<file path="config.mk">
export PLATFORM = sky130hd
export DESIGN_NAME = load_unit
export DESIGN_NICKNAME = d
export VERILOG_FILES = /design/src/rtl/mem_access_pkg.sv /design/src/rtl/load_extend.sv /design/src/rtl/load_unit.sv
export SDC_FILE = /design/constraint.sdc
export NUM_CORES = 1
export LEC_CHECK = 0
export CAP_MARGIN = 20
export CELL_PAD_IN_SITES_DETAIL_PLACEMENT = 1
export CELL_PAD_IN_SITES_GLOBAL_PLACEMENT = 1
export CORE_UTILIZATION = 28
export CTS_BUF_LIST = sky130_fd_sc_hd__clkbuf_8 sky130_fd_sc_hd__clkbuf_16
export CTS_CLUSTER_DIAMETER = 200
export DETAILED_ROUTE_END_ITERATION = 8
export PLACE_DENSITY_LB_ADDON = 0.1
export SLEW_MARGIN = 10
export SYNTH_ARGS = -nofsm -noshare
export SYNTH_HDL_FRONTEND = slang
export SYNTH_SLANG_ARGS = --single-unit
export TNS_END_PERCENT = 1
</file>
<file path="constraint.sdc">
create_clock -name clk -period 2.54 [get_ports clk]
set_clock_uncertainty 0.15 [all_clocks]
set_input_delay 0.381 -clock clk [delete_from_list [all_inputs] [get_ports clk]]
set_output_delay 0.381 -clock clk [all_outputs]
set_load 0.02 [all_outputs]
</file>
<file path="src/rtl/mem_access_pkg.sv">
`default_nettype none
// ============================================================================
//  Module   : mem_access_pkg
//  Purpose  : Shared definitions for the load and store memory access paths.
//             Holds the access size encoding (sel[1:0]) and the load FSM
//             state type.
//  Revision : 1.0  initial release
// ============================================================================
package mem_access_pkg;

    // Access size encoding on sel[1:0]; the store merge path uses these too.
    localparam logic [1:0] SZ_WORD   = 2'd0;
    localparam logic [1:0] SZ_HALF   = 2'd1;
    localparam logic [1:0] SZ_BYTE   = 2'd2;
    localparam logic [1:0] SZ_DOUBLE = 2'd3;

    // Load FSM states.
    typedef enum logic [1:0] {
        LD_IDLE = 2'd0,
        LD_READ = 2'd1,
        LD_WAIT = 2'd2,
        LD_DONE = 2'd3
    } load_state_t;

endpackage : mem_access_pkg
`default_nettype wire

</file>
<file path="src/rtl/load_extend.sv">
`default_nettype none
// ============================================================================
//  Module   : load_extend
//  Purpose  : Combinational field extraction and extension for loads.
//             Takes the low doubleword/word/halfword/byte of the memory
//             word and sign- or zero-extends it to 64 bits.
//  Ports    : mem_data [63:0] in   raw memory read data
//             sel      [2:0]  in   [1:0] size, [2] 1 = zero-extend
//             ext      [63:0] out  extended result
//  Revision : 1.0  initial release
// ============================================================================
module load_extend
    import mem_access_pkg::*;
(
    input  logic [63:0] mem_data,
    input  logic [2:0]  sel,
    output logic [63:0] ext
);

    logic w_sign;

    // Sign mode replicates the field MSB; zero mode fills with zeros.
    assign w_sign = ~sel[2];

    always_comb begin
        ext = mem_data;
        case (sel[1:0])
            SZ_WORD:   ext = {{32{w_sign & mem_data[31]}}, mem_data[31:0]};
            SZ_HALF:   ext = {{48{w_sign & mem_data[15]}}, mem_data[15:0]};
            SZ_BYTE:   ext = {{56{w_sign & mem_data[7]}},  mem_data[7:0]};
            // A doubleword fills the register, so the extension bit is moot.
            SZ_DOUBLE: ext = mem_data;
            default:   ext = mem_data;
        endcase
    end

endmodule : load_extend
`default_nettype wire

</file>
<file path="src/rtl/load_unit.sv">
`default_nettype none
// ============================================================================
//  Module   : load_unit
//  Purpose  : Load-side memory access unit. Accepts a load request, issues
//             one read strobe, waits MEM_LATENCY cycles, then registers the
//             extracted and extended result for register write-back.
//  Ports    : clk, rst_n            clock, async active-low reset
//             start                 load request (IDLE/DONE only)
//             addr [63:0], sel[2:0] request address and size/extension
//             MemData [63:0]        memory read data
//             mem_rd, mem_addr      read strobe and held read address
//             data_out [63:0]       extended load result (held)
//             done, busy            completion pulse, non-IDLE flag
//  Revision : 1.0  initial release
// ============================================================================
module load_unit
    import mem_access_pkg::*;
#(
    parameter int MEM_LATENCY = 1
)(
    input  logic        clk,
    input  logic        rst_n,
    input  logic        start,
    input  logic [63:0] addr,
    input  logic [2:0]  sel,
    input  logic [63:0] MemData,
    output logic        mem_rd,
    output logic [63:0] mem_addr,
    output logic [63:0] data_out,
    output logic        done,
    output logic        busy
);

    // WAIT spans MEM_LATENCY cycles, so the count starts one below it.
    localparam logic [3:0] c_wait_init = 4'(MEM_LATENCY - 1);

    load_state_t r_state;
    logic [3:0]  r_cnt;
    logic [2:0]  r_sel;
    logic [63:0] w_ext;

    load_extend u_load_extend (
        .mem_data (MemData),
        .sel      (r_sel),
        .ext      (w_ext)
    );

    // All outputs are registered alongside the state so none depends
    // combinationally on the inputs.
    always_ff @(posedge clk or negedge rst_n) begin
        if (!rst_n) begin
            r_state  <= LD_IDLE;
            r_cnt    <= 4'd0;
            r_sel    <= 3'd0;
            mem_rd   <= 1'b0;
            mem_addr <= 64'd0;
            data_out <= 64'd0;
            done     <= 1'b0;
            busy     <= 1'b0;
        end else begin
            mem_rd <= 1'b0;
            done   <= 1'b0;
            case (r_state)
                // DONE accepts directly so back-to-back loads skip IDLE.
                LD_IDLE, LD_DONE: begin
                    if (start) begin
                        mem_addr <= addr;
                        r_sel    <= sel;
                        mem_rd   <= 1'b1;
                        busy     <= 1'b1;
                        r_state  <= LD_READ;
                    end else begin
                        busy     <= 1'b0;
                        r_state  <= LD_IDLE;
                    end
                end
                LD_READ: begin
                    r_cnt   <= c_wait_init;
                    r_state <= LD_WAIT;
                end
                LD_WAIT: begin
                    if (r_cnt == 4'd0) begin
                        data_out <= w_ext;
                        done     <= 1'b1;
                        r_state  <= LD_DONE;
                    end else begin
                        r_cnt <= r_cnt - 4'd1;
                    end
                end
                default: r_state <= LD_IDLE;
            endcase
        end
    end

endmodule : load_unit
`default_nettype wire

</file>
==> flow_summary.ini, run 1 <==
[run_status]
result_of_the_run = finished, final reports clean

[synthesis]
number_of_synthesized_flops_with_an_enable_pin = 0
ys.warnings.count = 0
synth_seq_area_share_pct = 62.4
synthCells = 455
synthFlopType = sky130_fd_sc_hd__dfrtp_1
synth_seq_cells = 140
synth.distinct_cells = 30
avgSynthCellArea_um2 = 12.3
async_flop_share_pct = 100
synth_fp_nets = 592
synth.cell_area_um2 = 5620

[timing]
share_of_the_cycle_needed_by_the_critical_path_after_routing_pct = 84.5
rsz_0062_raised_after_global_routing = no
layout_min_cycle_time_ns = 2.15
report.final.hold_viol_count = 0
final_max_slew_viol_count = 0
slew_headroom_pct = 39.2
totalNegativeSetupSlack_ns = 0
fin_hold_ws_ns = 0.307
worst_pin_slew_ns = 0.910
fmax_mhz = 466
number_of_setup_violations_in_the_final_report = 0

[clock_tree]
postCtsSetupBuffers = 0
cts_made_buffers = 17
cts_tree = yes
cts.htree.levels = 4
clock_tree.buffer_depth = 2
cts_root_buf = sky130_fd_sc_hd__clkbuf_16
cts.reportedPaths.clkPinSlew_ns = 0.06
clock_sink_count = 140
clk_latency_ns = 0.41
cts-resized-gates = 0

[detailed_routing]
vias_per_cell = 4.53
detail_route.iter0.violations = 107
final_antenna_net_count = 0
route.vias.total = 4496
first_pass_drt_iterations = 4
wl_per_cell_um = 16.9
drt_wl_total_um = 16800
route.detailed.drc = 0

[floorplanning]
die_x_um = 144
chipHeight_um = 144
floorplan.rows = 51
core_area_um2 = 19600
die_area_um2 = 20600
floorplan.initialDensity_pct = 28.7
ioPinCount = 265

[global_route]
grt_pass1_vias = 4827
groute.layer.met2.usage_pct = 26.2
grt_busiest_layer = met2
grt_start_max_net_pins = 78
gr-usage-met3_pct = 9.43
grt_pass1_wl_um = 25900
overflow = 0
grt_antenna_before_repair = 3
gr_layer_usage_met1_pct = 19.0
global_route.usage.total_pct = 16.7

[place]
gp_routability_congestion = 0.698
hpwlAfterDp_um = 12000
place.port_buffers = 264
place_area_um2 = 8500
dp_cells = 959

[layout]
layoutNonFillerInstCount = 993
layout_overhead_on_the_synthesized_area_pct = 62.9
final_net_count = 851
drive_gt1_share_pct = 16.6
final_design_area_no_fill_um2 = 9150
nFillCells = 2081

[critical_path]
worstPathRequired_ns = 2.63
r2r-start = r_sel[0]$_DFFE_PN0P_
startpoint_type = flop
worstSetupEndpointType = flop
crit_fanout = 32
critical_path_arrival_ns = 2.24
path_class = reg2reg
worstSetupStartpoint = r_sel[0]$_DFFE_PN0P_

[power_and_ir_drop]
p_leak_uw = 0.00373
power.ir.vdd_worst_uv = 562
pwr_density_cell_nw_per_um2 = 1480
finalPower_uw = 13500

[job]
cap_viol_max_count = 0

[hold_path]
min-delay-path-class = in2async
[worst max-delay path: stages, from the launching register on]
cell	delay (ns)
sky130_fd_sc_hd__dfrtp_1	0.50
sky130_fd_sc_hd__mux2_2	0.40
sky130_fd_sc_hd__a21oi_4	0.72
sky130_fd_sc_hd__a31oi_1	0.19
[sequential cells by signal, summed over array words and instances, names as in the netlist]
| name | cells |
|---|---|
| busy | 1 |
| data_out | 64 |
| done | 1 |
| mem_addr | 64 |
| mem_rd | 1 |
| r_cnt | 4 |
| r_sel | 3 |
| r_state | 2 |
[cells in the mapped netlist, drive strengths merged (3+ instances only)]
| cell | count | area [um2] |
|---|---|---|
| buf | 30 | 194 |
| inv | 6 | 22.5 |
| o21ai | 7 | 35.0 |
| nand2 | 49 | 184 |
| clkbuf | 3 | 11.3 |
| dfrtp | 140 | 3500 |
| ha | 3 | 37.5 |
| a21oi | 17 | 96.4 |
| mux2 | 76 | 856 |
| nor2 | 58 | 218 |
| a31oi | 49 | 322 |
[layer usage]
layer	part of all wire (%)	vias up	wire [um]
met5	0.15	-	26
met4	1.4	4	227
met3	12	16	2000
met2	46	176	7810
met1	40	2212	6730
li1	-	2088	-
[timing repair]
item | CTS | global route
hold buffers | 1 | 0
setup endpoints to repair | 0 | 0
endpoints found under the hold margin | 41 | 0
[cell usage in the layout, fill, tap and decap left out, types with 2 or more instances in the layout]
cell,n
sky130_fd_sc_hd__clkbuf_16,17
sky130_fd_sc_hd__clkinv_2,2
sky130_fd_sc_hd__a31oi_1,48
sky130_fd_sc_hd__buf_12,4
sky130_fd_sc_hd__nand2_1,49
sky130_fd_sc_hd__clkdlybuf4s50_1,263
sky130_fd_sc_hd__clkinv_4,2
sky130_fd_sc_hd__inv_1,7
sky130_fd_sc_hd__mux2i_1,2
sky130_fd_sc_hd__clkinvlp_4,2
sky130_fd_sc_hd__ha_1,3
sky130_fd_sc_hd__nor2_1,58
sky130_fd_sc_hd__nand2b_1,2
sky130_fd_sc_hd__bufinv_16,4
sky130_fd_sc_hd__a21oi_1,16
sky130_fd_sc_hd__dfrtp_1,140
sky130_fd_sc_hd__inv_6,3
sky130_fd_sc_hd__buf_4,4
sky130_fd_sc_hd__mux2_2,76
sky130_fd_sc_hd__o21ai_0,7
[area by class of cell]
cell class / count / area (um2) / area share [%]
Clock buffer: 18 / 439 / 4.80
Antenna cell: 1 / 2.50 / 0.0274
Tap cell: 265 / 332 / 3.63
Sequential cell: 140 / 3500 / 38.3
Multi-Input combinational cell: 276 / 1890 / 20.7
Timing Repair Buffer: 273 / 2760 / 30.2
Inverter: 6 / 22.5 / 0.246
Clock inverter: 14 / 193 / 2.11
[path summary, 6_finish.rpt]
| kind | end | slack, ns | cells after the start |
|---|---|---|---|
| worst min register to register | busy$_DFFE_PN0P_ | 0.33 | 1 |
| max in group asynchronous | data_out[30]$_DFFE_PN0P_ | 1.26 | 3 |
| worst max-delay path | data_out[58]$_DFFE_PN0P_ | 0.39 | 3 |
| worst max register to register | data_out[58]$_DFFE_PN0P_ | 0.39 | 3 |
| worst min-delay path | data_out[25]$_DFFE_PN0P_ | 0.31 | 2 |
| min in group clk | busy$_DFFE_PN0P_ | 0.33 | 1 |
[power breakdown]
part	total [uW]	leakage, uW	internal [uW]	switching [uW]
logic	6870	0.00178	3350	3520
clock network	2650	0.000308	1670	974
registers	3990	0.00164	3390	601
[metrics by stage]
step	utilization, %	setup WS, ns
CTS	46.7	0.396
global route	46.7	0.271
global placement	43.4	0.148
detailed placement	43.4	0.0526
finish	46.7	0.393
floorplan	-	0.753
[cells by family after synthesis]
family          count (synthesis)  share of synthesized area (%)
flops                         140                           62.4
simple gates                  119                           8.76
mux                            78                           15.6
compound gates                 75                           8.38
buf+inv                        39                           4.06
fa+ha+maj                       3                          0.669
xor+xnor                        1                          0.156
Power figures use the tool's default switching activity.
==> run 2: changes to the inputs <==
==> constraint.sdc (replaced) <==
create_clock -name clk -period 1.91 [get_ports clk]
set_clock_uncertainty 0.15 [all_clocks]
set_input_delay 0.2865 -clock clk [delete_from_list [all_inputs] [get_ports clk]]
set_output_delay 0.2865 -clock clk [all_outputs]
set_load 0.02 [all_outputs]
==> flow_summary.ini, run 2 (synthesis results as in run 1) <==
[run_status]
result_of_the_run = finished, final reports clean

[floorplanning]
floorplan.initialDensity_pct = 28.7
ioPinCount = 265
core_area_um2 = 19600
die_x_um = 144
chipHeight_um = 144
floorplan.rows = 51
die_area_um2 = 20600

[timing]
share_of_the_cycle_needed_by_the_critical_path_after_routing_pct = 97.0
final_max_slew_viol_count = 0
report.final.hold_viol_count = 0
fmax_mhz = 540
worst_pin_slew_ns = 0.540
slew_headroom_pct = 63.9
totalNegativeSetupSlack_ns = 0
number_of_setup_violations_in_the_final_report = 0
rsz_0062_raised_after_global_routing = no
layout_min_cycle_time_ns = 1.85

[critical_path]
r2r-start = r_cnt[0]$_DFFE_PN0P_
critical_path_arrival_ns = 1.42
startpoint_type = flop
timing.rr.end = data_out[2]$_DFFE_PN0P_
cp_slowest_stage_delay_ns = 0.65
crit_chain = clkdlybuf4s50_1
worstSetupEndpointType = output pin
crit_slowest_cell = sky130_fd_sc_hd__clkdlybuf4s50_1
worstRegToRegCells = 5
worstPathRequired_ns = 1.47
register_to_register_setup_slack_ns = 0.11
critical_path_buf_inv_count = 1
path_class = reg2out
crit_fanout = 2
critPathTopFamily = buffers and inverters

[global_route]
grt_pass1_vias = 4883
overflow = 0
grt_start_max_net_pins = 47
grt_pass1_wl_um = 26900
grt_antenna_before_repair = 4
global_route.usage.total_pct = 17.5

[layout]
postLayoutCoreUtil_pct = 47.6
layout.cells.most_common_list = 261 x sky130_fd_sc_hd__clkdlybuf4s50_1, 140 x sky130_fd_sc_hd__dfrtp_1, 76 x sky130_fd_sc_hd__mux2_2
layoutNonFillerInstCount = 1006
layout_overhead_on_the_synthesized_area_pct = 66.1
sequential_cell_area_um2 = 3500
layout_top_registers = data_out x64, mem_addr x64, r_cnt x4
nFillCells = 2063
final_net_count = 863
layout_commonest_cell = sky130_fd_sc_hd__clkdlybuf4s50_1
multi_input_area_um2 = 1920
drive_gt1_share_pct = 18.2

[clock_tree]
cts.htree.levels = 4
clock_tree.buffer_depth = 2
cts_root_buf = sky130_fd_sc_hd__clkbuf_16
cts_made_buffers = 17
cts.reportedPaths.clkPinSlew_ns = 0.06
clk_latency_ns = 0.41
cts_tree = yes
clock_sink_count = 140

[detailed_routing]
route.vias.total = 4527
route.detailed.drc = 0
vias_per_cell = 4.50
first_pass_drt_iterations = 4
detail_route.iter0.violations = 136
wl_per_cell_um = 17.7
final_antenna_net_count = 0
drt_wl_total_um = 17800

[power_and_ir_drop]
power.ir.vdd_worst_uv = 762
p_leak_uw = 0.00382
pwr_density_cell_nw_per_um2 = 1960

[place]
hpwlAfterDp_um = 12700
dp_cells = 967
place.port_buffers = 264
gp_routability_congestion = 0.733

[job]
cap_viol_max_count = 0

[hold_path]
min-delay-path-class = in2async
==> run 2: changes by cell type in the layout (fill, tap and decap cells not counted), sizes merged <==
cell	delta
clkinv	+2
diode	+2
a21oi	+1
inv	-2
buf	+11
dlymetal6s2s	+2
clkbuf	-1
clkdlybuf4s50	-2
==> run 2: how the worst max path moves through the flow <==
stage | from | to | slack, ns | cells past startpoint
after floorplan | r_state[0]$_DFFE_PN0P_ | mem_addr[0]$_DFFE_PN0P_ | 0.12 | 6
after global placement | MemData[15] | data_out[45]$_DFFE_PN0P_ | -0.30 | 4
after detailed placement | MemData[31] | data_out[51]$_DFFE_PN0P_ | -0.39 | 4
after CTS | r_sel[1]$_DFFE_PN0P_ | data_out[31]$_DFFE_PN0P_ | -0.003 | 4
after global routing | mem_addr[58]$_DFFE_PN0P_ | mem_addr[58] | 0.006 | 1
final | data_out[11]$_DFFE_PN0P_ | data_out[11] | 0.06 | 1
==> run 2: what timing repair did <==
action	in CTS	in global routing
gates resized for setup	1	8
hold buffers	1	0
endpoints found under the hold margin	42	0
buffers inserted	0	3
cloned	1	0
setup endpoints to repair	32	71
pin swaps	1	2
==> run 2: area by class of cell <==
cell class | count | area share [%]
Sequential cell | 140 | 37.6
Timing Repair Buffer | 284 | 31.5
Multi-Input combinational cell | 277 | 20.6
Clock buffer | 17 | 4.56
Tap cell | 265 | 3.55
Clock inverter | 14 | 1.93
Inverter | 6 | 0.241
Antenna cell | 3 | 0.0805
==> run 2: layer usage <==
metal	global-route usage, %	wire (um)
met2	27.2	8320
met5	0	23
met1	20.2	7200
met4	8.51	372
met3	8.36	1870
==> run 2: through the flow <==
| step | setup slack, ns | hold WS (ns) | instance area [um2] | power [uW] |
|---|---|---|---|---|
| finish | 0.0568 | 0.232 | 9330 | 18300 |
| global route | 0.00584 | 0.275 | 9320 | 19500 |
| CTS | -0.00293 | 0.251 | 9270 | 18500 |
| detailed placement | -0.388 | 0.126 | 8640 | 14900 |
| global placement | -0.299 | 0.121 | 8640 | 14600 |
| floorplan | 0.123 | -0.159 | 5620 | 10500 |
==> run 2: worst register-to-register path: stages, from the launching register on <==
cell and delay (ns):
sky130_fd_sc_hd__dfrtp_1 0.40, sky130_fd_sc_hd__inv_1 0.07, sky130_fd_sc_hd__ha_2 0.20, sky130_fd_sc_hd__and4bb_4 0.38
sky130_fd_sc_hd__buf_12 0.16, sky130_fd_sc_hd__mux2_2 0.33
==> run 2: report_power, final <==
group / internal [uW] / switching (uW) / total (uW)
registers: 4510 / 807 / 5320
clock network: 2160 / 1280 / 3440
logic: 4750 / 4810 / 9570
